File: config.mk
export PLATFORM = sky130hd
export DESIGN_NAME = hit_list_readout_flat
export DESIGN_NICKNAME = d
export VERILOG_FILES = /design/src/rtl/hit_list_readout_pkg.sv /design/src/rtl/hit_list_readout_if.sv /design/src/rtl/hit_list_readout_lowest_set_bit_encoder.sv /design/src/rtl/hit_list_readout.sv /design/src/flat_wrapper.sv
export SDC_FILE = /design/constraint.sdc
export NUM_CORES = 1
export LEC_CHECK = 0
export ABC_AREA = 1
export BUFFER_PORTS_ARGS = -buffer_cell sky130_fd_sc_hd__buf_2
export CAP_MARGIN = 15
export CORE_ASPECT_RATIO = 0.7
export CORE_UTILIZATION = 54
export DETAILED_ROUTE_END_ITERATION = 7
export PLACE_DENSITY = 0.8
export SYNTH_ARGS = -nofsm -noshare
export SYNTH_HDL_FRONTEND = slang
export SYNTH_SLANG_ARGS = --single-unit
export TNS_END_PERCENT = 5
File: constraint.sdc
create_clock -name clock -period 2.48 [get_ports clock]
set_input_delay 0.124 -clock clock [delete_from_list [all_inputs] [get_ports clock]]
set_output_delay 0.124 -clock clock [all_outputs]
set_load 0.03 [all_outputs]
File: src/rtl/hit_list_readout_pkg.sv
// Shared widths, HCM field layout and FSM state encoding for the hit-list readout.
package hit_list_readout_pkg;

  localparam int unsigned SSID_BITS_DEF      = 10;
  localparam int unsigned COL_INDEX_BITS_DEF = 5;
  localparam int unsigned ROW_INDEX_BITS_DEF = SSID_BITS_DEF - COL_INDEX_BITS_DEF;
  localparam int unsigned MAX_HIT_N_BITS_DEF = 4;
  localparam int unsigned HLM_ADDR_BITS_DEF  = 10;

  // HCM word: count in the low bits, HLM address occupies the top of the word.
  localparam int unsigned HCM_COUNT_LSB = 0;

  typedef enum logic [2:0] {
    S_IDLE,
    S_FETCH_ROW,
    S_LOAD_ROW,
    S_SCAN,
    S_HCM_WAIT,
    S_HCM_LOAD,
    S_EMIT,
    S_DONE
  } state_t;

endpackage

File: src/rtl/hit_list_readout_if.sv
// Valid/ready record stream from the hit-list readout to pattern matching.
interface hit_list_readout_if
  import hit_list_readout_pkg::*;
#(
  parameter int unsigned SSIDBITS    = SSID_BITS_DEF,
  parameter int unsigned MAXHITNBITS = MAX_HIT_N_BITS_DEF,
  parameter int unsigned HLMADDRBITS = HLM_ADDR_BITS_DEF
);

  logic                   outValid;
  logic                   outReady;
  logic [SSIDBITS-1:0]    outSSID;
  logic [MAXHITNBITS-1:0] outCount;
  logic [HLMADDRBITS-1:0] outHLMAddress;

  modport master (
    output outValid,
    output outSSID,
    output outCount,
    output outHLMAddress,
    input  outReady
  );

  modport slave (
    input  outValid,
    input  outSSID,
    input  outCount,
    input  outHLMAddress,
    output outReady
  );

endinterface

File: src/rtl/hit_list_readout_lowest_set_bit_encoder.sv
// Combinational priority encoder: index of the lowest set bit plus an any-set flag.
module lowest_set_bit_encoder #(
  parameter int unsigned WIDTH   = 32,
  parameter int unsigned IDXBITS = 5
) (
  input  logic [WIDTH-1:0]   bits,
  output logic [IDXBITS-1:0] index,
  output logic               any_set
);

  // First set bit scanning upward wins, which keeps SSIDs ascending within a row.
  always_comb begin
    index   = '0;
    any_set = 1'b0;
    for (int unsigned i = 0; i < WIDTH; i++) begin
      if (bits[i] && !any_set) begin
        index   = IDXBITS'(i);
        any_set = 1'b1;
      end
    end
  end

endmodule

File: src/rtl/hit_list_readout.sv
// Scans the hits-new memory row by row and emits {SSID, count, HLM address}
// for every set hit bit, reading counts from the hits-count memory.
module hit_list_readout
  import hit_list_readout_pkg::*;
#(
  parameter  int unsigned SSIDBITS     = SSID_BITS_DEF,
  parameter  int unsigned COLINDEXBITS = COL_INDEX_BITS_DEF,
  parameter  int unsigned ROWINDEXBITS = SSIDBITS - COLINDEXBITS,
  parameter  int unsigned MAXHITNBITS  = MAX_HIT_N_BITS_DEF,
  parameter  int unsigned HLMADDRBITS  = HLM_ADDR_BITS_DEF,
  localparam int unsigned NCOLS        = 1 << COLINDEXBITS,
  localparam int unsigned HCMBITS      = MAXHITNBITS + HLMADDRBITS
) (
  input  logic                    clock,
  input  logic                    reset,
  input  logic                    start,
  output logic                    busy,
  output logic                    done,
  output logic                    countError,
  output logic [ROWINDEXBITS-1:0] hnmAddr,
  input  logic [NCOLS-1:0]        hnmData,
  output logic [SSIDBITS-1:0]     hcmAddr,
  input  logic [HCMBITS-1:0]      hcmData,
  hit_list_readout_if.master      stream
);

  state_t                  state, state_n;
  logic [ROWINDEXBITS-1:0] row, row_n, hnm_addr_n;
  logic [NCOLS-1:0]        row_bits, row_bits_n;
  logic [SSIDBITS-1:0]     hcm_addr_n;
  logic                    count_error_n;
  logic                    out_valid, out_valid_n;
  logic [SSIDBITS-1:0]     out_ssid, out_ssid_n;
  logic [MAXHITNBITS-1:0]  out_count, out_count_n;
  logic [HLMADDRBITS-1:0]  out_hlm, out_hlm_n;
  logic [COLINDEXBITS-1:0] col;
  logic                    any_set;
  logic [MAXHITNBITS-1:0]  hcm_count;
  logic [HLMADDRBITS-1:0]  hcm_hlm;

  assign hcm_count = hcmData[HCM_COUNT_LSB +: MAXHITNBITS];
  assign hcm_hlm   = hcmData[HCMBITS-1 -: HLMADDRBITS];

  lowest_set_bit_encoder #(
    .WIDTH   (NCOLS),
    .IDXBITS (COLINDEXBITS)
  ) u_lsb_enc (
    .bits    (row_bits),
    .index   (col),
    .any_set (any_set)
  );

  assign busy                 = (state != S_IDLE);
  assign done                 = (state == S_DONE);
  assign stream.outValid      = out_valid;
  assign stream.outSSID       = out_ssid;
  assign stream.outCount      = out_count;
  assign stream.outHLMAddress = out_hlm;

  // Next-state and next-datapath values; everything holds unless a state updates it.
  always_comb begin
    state_n       = state;
    row_n         = row;
    row_bits_n    = row_bits;
    hnm_addr_n    = hnmAddr;
    hcm_addr_n    = hcmAddr;
    count_error_n = countError;
    out_valid_n   = out_valid;
    out_ssid_n    = out_ssid;
    out_count_n   = out_count;
    out_hlm_n     = out_hlm;
    case (state)
      S_IDLE: begin
        if (start) begin
          row_n         = '0;
          hnm_addr_n    = '0;
          count_error_n = 1'b0;
          state_n       = S_FETCH_ROW;
        end
      end
      S_FETCH_ROW: state_n = S_LOAD_ROW;
      S_LOAD_ROW: begin
        row_bits_n = hnmData;
        state_n    = S_SCAN;
      end
      S_SCAN: begin
        if (!any_set) begin
          if (row == '1) begin
            state_n = S_DONE;
          end else begin
            row_n      = row + ROWINDEXBITS'(1);
            hnm_addr_n = row + ROWINDEXBITS'(1);
            state_n    = S_FETCH_ROW;
          end
        end else begin
          // x & (x-1) drops exactly the bit the encoder just selected.
          row_bits_n = row_bits & (row_bits - NCOLS'(1));
          hcm_addr_n = {row, col};
          state_n    = S_HCM_WAIT;
        end
      end
      S_HCM_WAIT: state_n = S_HCM_LOAD;
      S_HCM_LOAD: begin
        if (hcm_count != '0) begin
          out_ssid_n  = hcmAddr;
          out_count_n = hcm_count;
          out_hlm_n   = hcm_hlm;
          out_valid_n = 1'b1;
          state_n     = S_EMIT;
        end else begin
          count_error_n = 1'b1;
          state_n       = S_SCAN;
        end
      end
      S_EMIT: begin
        if (stream.outReady) begin
          out_valid_n = 1'b0;
          state_n     = S_SCAN;
        end
      end
      S_DONE:  state_n = S_IDLE;
      default: state_n = S_IDLE;
    endcase
  end

  // FSM state register.
  always_ff @(posedge clock or posedge reset) begin
    if (reset) state <= S_IDLE;
    else       state <= state_n;
  end

  // Datapath registers: scan position, RAM addresses and the output record.
  always_ff @(posedge clock or posedge reset) begin
    if (reset) begin
      row        <= '0;
      row_bits   <= '0;
      hnmAddr    <= '0;
      hcmAddr    <= '0;
      countError <= 1'b0;
      out_valid  <= 1'b0;
      out_ssid   <= '0;
      out_count  <= '0;
      out_hlm    <= '0;
    end else begin
      row        <= row_n;
      row_bits   <= row_bits_n;
      hnmAddr    <= hnm_addr_n;
      hcmAddr    <= hcm_addr_n;
      countError <= count_error_n;
      out_valid  <= out_valid_n;
      out_ssid   <= out_ssid_n;
      out_count  <= out_count_n;
      out_hlm    <= out_hlm_n;
    end
  end

endmodule

File: src/flat_wrapper.sv
// flat-port wrapper written by rule: the top's interface ports become plain ports
module hit_list_readout_flat import hit_list_readout_pkg::*;
#(
  parameter  int unsigned SSIDBITS     = SSID_BITS_DEF,
  parameter  int unsigned COLINDEXBITS = COL_INDEX_BITS_DEF,
  parameter  int unsigned ROWINDEXBITS = SSIDBITS - COLINDEXBITS,
  parameter  int unsigned MAXHITNBITS  = MAX_HIT_N_BITS_DEF,
  parameter  int unsigned HLMADDRBITS  = HLM_ADDR_BITS_DEF,
  localparam int unsigned NCOLS        = 1 << COLINDEXBITS,
  localparam int unsigned HCMBITS      = MAXHITNBITS + HLMADDRBITS
)
  (clock, reset, start, busy, done, countError, hnmAddr, hnmData, hcmAddr, hcmData, stream_outValid, stream_outSSID, stream_outCount, stream_outHLMAddress, stream_outReady);
  hit_list_readout_if #(.SSIDBITS(SSIDBITS), .MAXHITNBITS(MAXHITNBITS), .HLMADDRBITS(HLMADDRBITS)) stream_i ();
  input  logic clock;
  input  logic reset;
  input  logic start;
  output logic busy;
  output logic done;
  output logic countError;
  output logic [ROWINDEXBITS-1:0] hnmAddr;
  input  logic [NCOLS-1:0] hnmData;
  output logic [SSIDBITS-1:0] hcmAddr;
  input  logic [HCMBITS-1:0] hcmData;
  output wire logic [$bits(stream_i.outValid)-1:0] stream_outValid;
  output wire logic [$bits(stream_i.outSSID)-1:0] stream_outSSID;
  output wire logic [$bits(stream_i.outCount)-1:0] stream_outCount;
  output wire logic [$bits(stream_i.outHLMAddress)-1:0] stream_outHLMAddress;
  input wire logic [$bits(stream_i.outReady)-1:0] stream_outReady;
  assign stream_outValid = stream_i.outValid;
  assign stream_outSSID = stream_i.outSSID;
  assign stream_outCount = stream_i.outCount;
  assign stream_outHLMAddress = stream_i.outHLMAddress;
  assign stream_i.outReady = stream_outReady;
  hit_list_readout #(.SSIDBITS(SSIDBITS), .COLINDEXBITS(COLINDEXBITS), .ROWINDEXBITS(ROWINDEXBITS), .MAXHITNBITS(MAXHITNBITS), .HLMADDRBITS(HLMADDRBITS)) u_core (.clock(clock), .reset(reset), .start(start), .busy(busy), .done(done), .countError(countError), .hnmAddr(hnmAddr), .hnmData(hnmData), .hcmAddr(hcmAddr), .hcmData(hcmData), .stream(stream_i));
endmodule
; ---- After elaboration in Yosys (flattened, before gate mapping)
; Index checks and enable logic that the tools add are counted.
[totals]
reg_bits = 76
elab_cells = 184
out_inout_bits = 43
inputBits = 50
[op_classes]
reduce_logical = 76
bitwise_logic = 1
n_eq_ne = 15
n_mux = 81
addsub = 2
[op_table]
columns = op, count
row1 = two-way mux 5 bit, 33
row2 = case mux 32 bit (2 select lines), 1
row3 = two-way mux 1 bit, 37
row4 = bitwise AND 32 bit, 1
row5 = two-way mux 32 bit, 1
row6 = subtractor 32 x 1 -> 32 bit (second input constant), 1
row7 = logical AND 1 bit, 31
row8 = zero test 1 bit, 31
row9 = case mux 3 bit (8 select lines), 1
row10 = two-way mux 3 bit, 5
row11 = equality test 3 bit (second input constant), 4
row12 = inequality test 2 bit (second input constant), 5
row13 = case mux 5 bit (2 select lines), 1
row14 = AND reduction 2 bit, 4
row15 = nonzero test 2 bit, 4
row16 = equality test 3 x 2 -> 1 bit (second input constant), 2
row17 = AND reduction 3 bit, 2
row18 = adder 5 x 1 -> 5 bit (second input constant), 1
row19 = equality test 5 bit (second input constant), 1
row20 = inequality test 2 x 1 -> 1 bit (second input constant), 2
row21 = case mux 1 bit (2 select lines), 2
row22 = AND reduction 4 bit, 1
row23 = nonzero test 4 bit, 1
row24 = equality test 3 x 1 -> 1 bit (second input constant), 1
row25 = 2 further kinds, 2

; ---- Logic depth before layout (Yosys ltp)
[depth]
word_depth = 96
ltp_mapped = 12
depth_no_buf = 12

; ---- Hierarchy
; A second synthesis with hierarchy kept.
[hier_totals]
cells_unflattened = 596
area_unflattened_um2 = 4366.7
[by_module_without_submodules]
columns = module, cells_each, n_inst, area_each_um2, seq_area_each_um2
row1 = hit_list_readout, 486, 1, 3713.6, 1901.8
row2 = lowest_set_bit_encoder, 110, 1, 653.1, 0.0

; ---- Worst setup path before layout
; OpenSTA, ideal clock, no wires.
[synth_path]
path_type = register to register
start = register u_core.hnmAddr[0] (netlist name)
end = register u_core.hnmAddr[0]
path_stages_with_launch = 9
slack_ns = 0.832
period_less_slack_ns = 1.648
setup_time_ns = 0.124
t_required_ns = 2.356
path_buffers = 0
arrival_time_ns = 1.524
path_cell_list = dfrtp_1 > ha_1 > nand2_1 > nor2_1 > ha_1 > o21ai_2 > nand2_2 > a21oi_1 > a21oi_1
[synth_lines]
columns = element, line
row1 = end signal: assignment, hit_list_readout.sv:147  ; hnmAddr <= hnm_addr_n;
row2 = end: declaration, hit_list_readout.sv:20  ; output logic [ROWINDEXBITS-1:0] hnmAddr,

; ---- Worst setup path after layout
[layout_path]
start = register u_core.row_bits[0]
end = register u_core.row_bits[24]
[layout_between]
elab_chain_cells = 96
elab_cells_between_ends = 100
classes_between = 1 x add/sub / 1 x eq/ne / 34 x mux / 1 x bitwise / 63 x reduce/logical
[layout_lines]
columns = element, line
row1 = start: declaration, hit_list_readout.sv:29  ; logic [NCOLS-1:0] row_bits, row_bits_n;
row2 = start signal: assignment, hit_list_readout.sv:146  ; row_bits <= row_bits_n;
row3 = two-way mux 1 bit, hit_list_readout_lowest_set_bit_encoder.sv:16  ; if (bits[i] && !any_set) begin
row4 = zero test 1 bit, hit_list_readout_lowest_set_bit_encoder.sv:16
row5 = logical AND 1 bit, hit_list_readout_lowest_set_bit_encoder.sv:16
row6 = two-way mux 1 bit, hit_list_readout_lowest_set_bit_encoder.sv:16
row7 = zero test 1 bit, hit_list_readout_lowest_set_bit_encoder.sv:16
row8 = logical AND 1 bit, hit_list_readout_lowest_set_bit_encoder.sv:16
row9 = two-way mux 1 bit, hit_list_readout_lowest_set_bit_encoder.sv:16
row10 = zero test 1 bit, hit_list_readout_lowest_set_bit_encoder.sv:16
row11 = (+80 left out), --
row12 = zero test 1 bit, hit_list_readout_lowest_set_bit_encoder.sv:16
row13 = logical AND 1 bit, hit_list_readout_lowest_set_bit_encoder.sv:16
row14 = two-way mux 1 bit, hit_list_readout_lowest_set_bit_encoder.sv:16
row15 = zero test 1 bit, hit_list_readout_lowest_set_bit_encoder.sv:16
row16 = logical AND 1 bit, hit_list_readout_lowest_set_bit_encoder.sv:16
row17 = two-way mux 1 bit, hit_list_readout_lowest_set_bit_encoder.sv:16
row18 = inequality test 2 x 1 -> 1 bit (no source line), --
row19 = AND reduction 2 bit (no source line), --
; Several ways; a longest one is shown, not always the timed one. The select of a mux whose other input is x is not followed.
; A chain may end at the register's enable or synchronous reset.

==> impl_results.md <==
* CP arrival at 2.43 ns
* Fin. Hold Viols at 0
* Detailed router's first-iteration violation count at 348
* Area of the multi-input gates at 1910 um2
* Post-Syn Instances at 500
* Synthesized area at 4100 um2
* # diodes at 0
* WS Path Type: flip-flop to flip-flop
* Sequential area share after synthesis at 46.4%
* Failing checks: design-rule violations
* Max Slew Vio Count at 0
* Mean routed wirelength per cell at 15.1 um
* Fmax at 450 MHz
* Leakage power at 0.00240 uW
* Sw Share at 47.2%
* Total power at 6880 uW
* Period utilisation layout at 89.5%
* Total nets after synthesis at 552
* Vias in the first global route at 3473
* Seq cells post-synth at 76
* Post-Synth Simple-Gate Area at 27.5%
* Synth Area in Compound Gates at 14.5%
* I/O Buffers at 92
* Yosys top cell area share at 46.4%
* Main synth FF type: dfrtp_1
* Layout cells sized above 1 at 27.4%
* Die X at 106 um
* CP Launch Type: flip-flop
* Largest family of logic cells by synthesized area: simple AND/OR/NAND/NOR gates
* CTS clk-pin slew, worst paths at 0.09 ns
* Clock skew at 0.00830 ns
* # H-tree levels at 3
* Critical path required time at 2.69 ns
* EDFF count, synth at 0
* Initial Util at 56.0%
* WL final at 10600 um
* Routability Congestion at 0.943
* Clock power frac at 18.2%
* All-Layer GR Usage at 27.4%
* Syn_area_per_cell at 8.20 um2
* Final setup fails at 0
* Global-route wire length before repair at 16700 um
* Gate power share at 47.3%
* Vias at 3816
* Die ar. at 7950 um2
* Num CTS Buffers at 9
* Net switching power at 3250 uW
* Layout Nets at 653
* Fin crit period at 2.22 ns
* Fin Setup TNS at 0 ns
* CTS max path bufs at 2
* Die height at 74.9 um
* DR vias/cell at 5.43
* VDD IR max at 0.000683 V
* Core area at 7320 um2
* CP Max Fanout at 62
* Synth unique cells at 38
* Worst skew pair latency at 0.36 ns
* Largest net degree at the start of global routing at 63
* Asr flop ratio synth at 100%
* Post-synthesis mux area share at 3.85%
* Status: finished with violations
* Post-cts sizing count at 0
* CTS root buffer: clkbuf_8
* Maxcap violations at 0
* Initial antenna violation count at 0
* Sequential share of power at 34.5%
* Min-Delay Path Class: primary input to flip-flop
* CTS tree: yes
* DRC viols at 2
* Most frequent cells after synthesis: nand2_1 (99), nor2_1 (79), dfrtp_1 (76)
* Slew HR at 57.7%
* Synth top area cells: dfrtp_1 (46%), nand2_1 (9.1%), nor2_1 (7.2%), inv_1 (3.9%), mux2_2 (3.8%)
* Grt total ovfl at 0
* Fill cells at 611
* Critical path endpoint category: flip-flop
* Area grow syn2layout at 21.5%
* RSZ-0062 raised after global routing: false
* Ys Warns at 0
* FP Rows at 26
* P_int at 3630 uW
* Final hold slack at 0.0139 ns
* Post-route ant nets at 0
* Util after Layout at 68.0%
* Count leader, synth: nand2_1
* Area leader, netlist: dfrtp_1
* Slew at the pin closest to its max-slew limit at 0.634 ns
* IO Pins at 93
* First-pass DRT Iterations at 7
* Seq. cell area at 1900 um2
* Synth Area in Adders at 0.611%
* Power per Cell Area at 1380 nW/um2
* Xor and xnor fraction of the mapped netlist area at 0.214%
* Clock sinks at 76
* DP Wirelength at 7500 um
==> layer usage <==
layer / GRT usage, % / wire, um / part of all wire, % / up-vias
met4: 7.72 / 121 / 1.1 / 0
li1: - / - / - / 1868
met5: 0 / 0 / 0 / -
met2: 44.0 / 4930 / 46 / 139
met3: 6.41 / 608 / 5.7 / 16
met1: 37.8 / 4940 / 47 / 1793
==> worst paths after layout <==
kind	startpoint	endpoint	slack, ns	depth (start not counted)
max	u_core.row_bits[0]	u_core.row_bits[24]	0.26	10
min	hcmData[4]	u_core.stream.outHLMAddress[0]	0.01	2
max reg2reg	u_core.row_bits[0]	u_core.row_bits[24]	0.26	10
min reg2reg	u_core.stream.outSSID[2]	u_core.stream.outSSID[2]	0.48	2
max in group asynchronous	reset	u_core.hnmAddr[2]	1.42	4
min in group asynchronous	reset	u_core.row_bits[23]	0.39	3
==> layout by cell type, fill, tap and decap left out, drive strengths merged, types with 3 or more instances in the layout <==
cell / instances
clkbuf: 9
mux2: 14
dfrtp: 76
nand2: 106
nand3: 29
a31oi: 18
buf: 99
o22ai: 3
nor3: 6
inv: 47
a21oi: 24
o21ai: 38
o211ai: 12
nand4: 6
dlygate4sd3: 8
nor2: 94
bufinv: 4
==> per-stage QoR <==
stage / instance area (um2) / setup slack [ns] / std cells
after floorplan: 4100 / 0.418 / 500
after global placement: 4640 / 0.418 / 680
after detailed placement: 4640 / 0.347 / 680
after CTS: 4980 / 0.298 / 703
after global routing: 4980 / 0.0721 / 703
final: 4980 / 0.260 / 703
==> power groups by stage <==
stage	registers, uW	logic (uW)	clock network, uW
after floorplan	2840	1950	0
after global placement	2340	3080	0
after detailed placement	2380	3200	0
after CTS	2360	3240	1260
after global routing	2450	3580	1310
final	2380	3250	1250
==> critical path, stage by stage, from the launching register on <==
cell and delay (ns):
dfrtp_1 0.42, nor2_4 0.22, nand2_4 0.09, nor2_4 0.13
nand2_2 0.10, nor2_4 0.14, nand2_4 0.08, nand2_4 0.18
nand2_4 0.37, nor2_1 0.26, a31oi_1 0.07
==> kinds of logic after synthesis <==
logic type	count (synthesis)
muxes	14
and+or+nand+nor	243
DFF	76
xor gates and xnor gates	1
AOI/OAI and AO/OA	100
adders and majority gates	2
buffers and inverters	64
==> what timing repair did <==
action	in CTS	in global routing
buffers inserted	0	0
hold buffers	8	0
hold endpoints to repair	34	0
==> layout make-up <==
cell class                      instances  share of cell area (%)
Timing Repair Buffer                  107                    12.2
Inverter                               47                    3.54
Tap cell                               98                    2.46
Clock inverter                          6                    2.76
Multi-Input combinational cell        360                    38.4
Sequential cell                        76                    38.2
Clock buffer                            9                    2.49
==> flip-flops by register name (all words and copies together) (netlist names) <==
signal / count
u_core.row_bits: 32
u_core.hcmAddr: 10
u_core.stream.outHLMAddress: 10
u_core.stream.outSSID: 10
u_core.hnmAddr: 5
u_core.stream.outCount: 4
u_core.state: 3
u_core.countError: 1
u_core.stream.outValid: 1
Note: power is estimated with default switching activity, not from simulation.
